==> src/rtl/nor_pkg.sv <==
// Shared definitions for the nor2_11 gate-library cell.
// Holds the default width and the per-bit NOR helper.
package nor_pkg;

    localparam int DEFAULT_WIDTH = 4;

    // Plain operators, so X/Z on an input bit
    // stays visible on that result bit.
    function automatic logic nor_f(
        input logic a,
        input logic b
    );
        return ~(a | b);
    endfunction

endpackage

==> src/rtl/nor2_11_reg.sv <==
// Valid-qualified WIDTH-bit pipeline register, async active-low reset.
// Ports: clk, rst_n, in_valid, in_data -> out_data, out_valid.
module nor2_11_reg
    import nor_pkg::*;
#(
    parameter int WIDTH = DEFAULT_WIDTH
) (
    input  logic             clk,
    input  logic             rst_n,
    input  logic             in_valid,
    input  logic [WIDTH-1:0] in_data,
    output logic [WIDTH-1:0] out_data,
    output logic             out_valid
);

    always_ff @(posedge clk or negedge rst_n) begin
        if (!rst_n) begin
            out_valid <= 1'b0;
        end else begin
            out_valid <= in_valid;
        end
    end

    // Data only loads on a valid beat; otherwise it
    // keeps the last result.
    always_ff @(posedge clk or negedge rst_n) begin
        if (!rst_n) begin
            out_data <= '0;
        end else if (in_valid) begin
            out_data <= in_data;
        end
    end

endmodule

==> src/rtl/nor2_11.sv <==
// Bitwise 2-input NOR: combinational result plus registered copy.
// Ports: clk, rst_n, in_valid, in_data1, in_data2 ->
//        out_data (comb), out_data_q, out_valid (registered).
module nor2_11
    import nor_pkg::*;
#(
    parameter int WIDTH = DEFAULT_WIDTH
) (
    input  logic             clk,
    input  logic             rst_n,
    input  logic             in_valid,
    input  logic [WIDTH-1:0] in_data1,
    input  logic [WIDTH-1:0] in_data2,
    output logic [WIDTH-1:0] out_data,
    output logic [WIDTH-1:0] out_data_q,
    output logic             out_valid
);

    logic [WIDTH-1:0] nor_bits;

    for (genvar k = 0; k < WIDTH; k++) begin : g_bit
        assign nor_bits[k] = nor_f(in_data1[k], in_data2[k]);
    end

    assign out_data = nor_bits;

    nor2_11_reg #(
        .WIDTH(WIDTH)
    ) u_reg (
        .clk      (clk),
        .rst_n    (rst_n),
        .in_valid (in_valid),
        .in_data  (nor_bits),
        .out_data (out_data_q),
        .out_valid(out_valid)
    );

endmodule

==> config.mk <==
export PLATFORM = sky130hd
export DESIGN_NAME = nor2_11
export DESIGN_NICKNAME = d
export VERILOG_FILES = /design/src/rtl/nor_pkg.sv /design/src/rtl/nor2_11_reg.sv /design/src/rtl/nor2_11.sv
export SDC_FILE = /design/constraint.sdc
export NUM_CORES = 1
export LEC_CHECK = 0
export CAP_MARGIN = 20
export CORE_AREA = 2 2 39 41
export DETAILED_ROUTE_END_ITERATION = 12
export DIE_AREA = 0 0 41 43
export PLACE_DENSITY = 0.44
export SYNTH_ARGS = -nofsm -noshare
export SYNTH_HDL_FRONTEND = slang
export SYNTH_SLANG_ARGS = --single-unit
==> constraint.sdc <==
create_clock -name clk -period 1.1 [get_ports clk]
set_input_delay 0.22 -clock clk [delete_from_list [all_inputs] [get_ports clk]]
set_output_delay 0.22 -clock clk [all_outputs]
set_load 0.01 [all_outputs]
### Word-level counts from Yosys, hierarchy flattened

Cells that the tools add are included.

* bitwise operators: 8

Operators with widths (count)
* NOT 1 bit: 4
* bitwise OR 1 bit: 4

* logic and storage cells: 10
* input bits: 11
* register bits: 5
* output and inout bits: 9

### Longest topological paths before layout

* depth after elaboration: 2
* depth in mapped cells: 2
* mapped depth without buffers: 2

### Modules after synthesis

A second synthesis with hierarchy kept.

* cells, all modules: 13
* area, all modules: 185.2 um^2

Modules (own cells, without submodules)
* nor2_11_reg: instances 1, seq. area each 125.1 um^2, area each 170.2 um^2, cells each 9
* nor2_11: instances 1, seq. area each 0.0 um^2, area each 15.0 um^2, cells each 4

### Worst setup path before layout

No wires, ideal clock.

* kind: register -> register
* start: reg u_reg.out_data[0] (netlist name)
* end: reg u_reg.out_data[0]
* arrival time: 0.662 ns
* period minus slack after synthesis: 0.790 ns
* stages on the path, launching flop included: 2
* setup time: 0.127 ns
* buffers on the path: 0
* slack: 0.310 ns
* required time: 0.973 ns
* cells stage by stage: dfrtp_1 mux2_1

RTL lines
* end signal, assigned: line nor2_11_reg.sv:30 `out_data <= in_data;`
* end, declared: line nor2_11_reg.sv:12 `output logic [WIDTH-1:0] out_data,`

### Final worst setup path

* start: reg u_reg.out_data[3]
* end: out out_data_q[3]

RTL lines
* end, declared: line nor2_11.sv:15 `output logic [WIDTH-1:0] out_data_q,`

No word-level cell between the ends.

==> results.py <==
metrics = {
    "yosys": {
        "syn_inst": 13,
        "synth_area_um2": 185,
        "ys_seq_area_share_pct": 67.6,
        "synth-warning-count": 0,
        "avgSynthCellArea_um2": 14.2,
        "synth_fp_nets": 24,
        "synth_cell_types": 3,
        "ys_seq_elements": 5,
    },
    "timing": {
        "rsz0062_at_grt": "false",
        "max_freq_mhz": 955,
        "period_needed_ps": 1050,
        "setup_violations": 0,
        "holdWs_ps": 197,
        "finalMaxSlewViolations": 0,
        "max_slew_margin_pct": 85.1,
        "hold_viol": 0,
        "setup_slack_ps": 53.0,
        "fin_crit_sh_pct": 95.2,
        "worstMarginPinSlew_ps": 222,
        "setup_tns_ps": 0,
        "skew_ps": 0,
    },
    "place": {
        "dp_hpwl_um": 398,
        "place_ws_ps": -468,
        "place_congestion": 0.569,
        "port_buffers": 19,
        "dpl_cell_area_um2": 410,
        "dp_cells": 50,
    },
    "floorplan": {
        "die_h_um": 43,
        "die-area_um2": 1760,
        "start_util_pct": 13.4,
        "die_w_um": 41,
        "core_area_um2": 1380,
        "io_pins": 20,
        "rows": 14,
    },
    "drt": {
        "first_iter_violations": 0,
        "route.met2.wl_um": 274,
        "dr.pass1.iters": 1,
        "wirelength_um": 506,
        "dr.max_layer_used": "met3",
        "antenna_left": 0,
        "met3WireLength_um": 77,
        "drc": 0,
        "via_count": 196,
        "viasPerCell": 3.56,
        "wl_per_cell_um": 9.20,
        "met1_length_um": 153,
    },
    "power": {
        "p_switching_mw": 0.119,
        "vdd_drop_max_mv": 0.345,
        "power_density_nw_per_um2": 1230,
        "finalPower_mw": 0.513,
        "pwr-share-clk_pct": 41.1,
        "p_leak_nw": 0.222,
        "combPwrFrac_pct": 18.9,
        "p_seq_share_pct": 40.0,
        "p_int_mw": 0.394,
        "p_sw_share_pct": 23.2,
    },
    "clock_tree": {
        "clk_latency_ps": 240,
        "tritoncts": "yes",
        "path_clk_slew_ps": 40,
        "root_buffer": "clkbuf_4",
        "htreeDepth": 1,
        "holdBufCountCts": 0,
        "numCtsBuffers": 3,
        "clk_path_buf_depth": 2,
        "clock-sinks": 5,
    },
    "critical_path": {
        "crit_fanout": 2,
        "critical_path_depth": 1,
        "reg2regPathDepth": 1,
        "cp-end-kind": "output port",
        "setup.worst_path.class": "reg2out",
        "r2r_slack_ps": 340,
        "slowest_stage": "dfrtp_1",
        "crit_path_start": "u_reg.out_data[3]$_DFFE_PN0P_",
        "crit_arrival_ps": 830,
        "critPathMaxStageDelay_ps": 360,
        "setup.worst_path.end": "out_data_q[3]",
        "worstSetupStartpointType": "flop",
        "required_ps": 880,
        "reg2reg_to": "u_reg.out_data[2]$_DFFE_PN0P_",
        "cp_cell_sequence": "clkdlybuf4s15_1",
        "path_buf_inv": 1,
        "r2r_start": "u_reg.out_data[2]$_DFFE_PN0P_",
        "crit_family": "flip-flops",
    },
    "final_layout": {
        "final_common_cell": "dlygate4sd2_1",
        "area_growth_pct": 124,
        "fin_cells": 55,
        "finalNetCount": 51,
        "antenna_cells": 0,
        "final_cell_mix": "dlygate4sd2_1 (7), dfrtp_1 (5), mux2_1 (4), buf_2 (4)",
        "n_fill_cell": 151,
        "drive_gt1_share_pct": 38.5,
        "post-route-util_pct": 30.0,
        "stdcell_area_um2": 415,
    },
    "grt": {
        "antenna_found_initial": 0,
        "grt_max_degree": 6,
        "gr-total-overflow": 0,
        "track_usage_pct": 6.96,
        "grt_pass1_wl_um": 745,
        "grt_pass1_vias": 186,
    },
    "run": {
        "drv_cap": 0,
    },
    "status": {
        "status": "completed",
    },
    "hold_path": {
        "hold_class": "in2async",
    },
}
final cells by class:
type / instances / area (µm²) / area share [%]
Sequential cell: 5 / 125 / 30.1
Timing Repair Buffer: 22 / 176 / 42.5
Clock buffer: 4 / 26.3 / 6.33
Tap cell: 16 / 20.0 / 4.82
Multi-Input combinational cell: 8 / 67.6 / 16.3
flip-flops by register name, indices dropped and copies added (netlist names):
signal and flops:
u_reg.out_valid 1, u_reg.out_data 4
power by group through the flow:
stage          logic [mW]  clock network (mW)  registers [mW]
3_3_place_gp        0.119                   0           0.208
3_5_place_dp        0.121                   0           0.208
2_1_floorplan      0.0191                   0           0.216
4_1_cts             0.100               0.223           0.205
6_report           0.0969               0.211           0.205
5_1_grt             0.106               0.242           0.207
cells in the mapped netlist:
master | number | area [µm²]
dfrtp_1 | 5 | 125
mux2_1 | 4 | 45.0
nor2_1 | 4 | 15.0
metal layers:
layer  GRT usage [%]  vias to the layer above
met5               0                        -
met4            6.00                        0
met1            6.51                       91
met3            4.71                        0
li1                -                       95
met2            9.69                       10
how the worst min path moves through the flow:
stage                from                            end  cells after the start  slack, ps
CTS                 rst_n  u_reg.out_data[3]$_DFFE_PN0P_                      1        200
global route        rst_n  u_reg.out_data[3]$_DFFE_PN0P_                      1        210
detailed placement  rst_n  u_reg.out_data[3]$_DFFE_PN0P_                      1        460
floorplan           rst_n  u_reg.out_data[0]$_DFFE_PN0P_                      0        -80
global placement    rst_n  u_reg.out_data[3]$_DFFE_PN0P_                      1        460
finish              rst_n  u_reg.out_data[3]$_DFFE_PN0P_                      1        200
cells by family (layout without fill, tap and decap cells):
logic type	Yosys count	after routing	synth area share, %
buf+inv	0	26	0
flops	5	5	67.6
mux	4	4	24.3
simple gates	4	4	8.11
timing repair:
item                                   in CTS  in global routing
setup endpoints to repair                   9                  4
resized for setup                          35                  4
endpoints found under the hold margin       0                  0
pin swaps                                   4                  1
buffers inserted                            0                  1
Note: power is estimated with default switching activity, not from simulation.
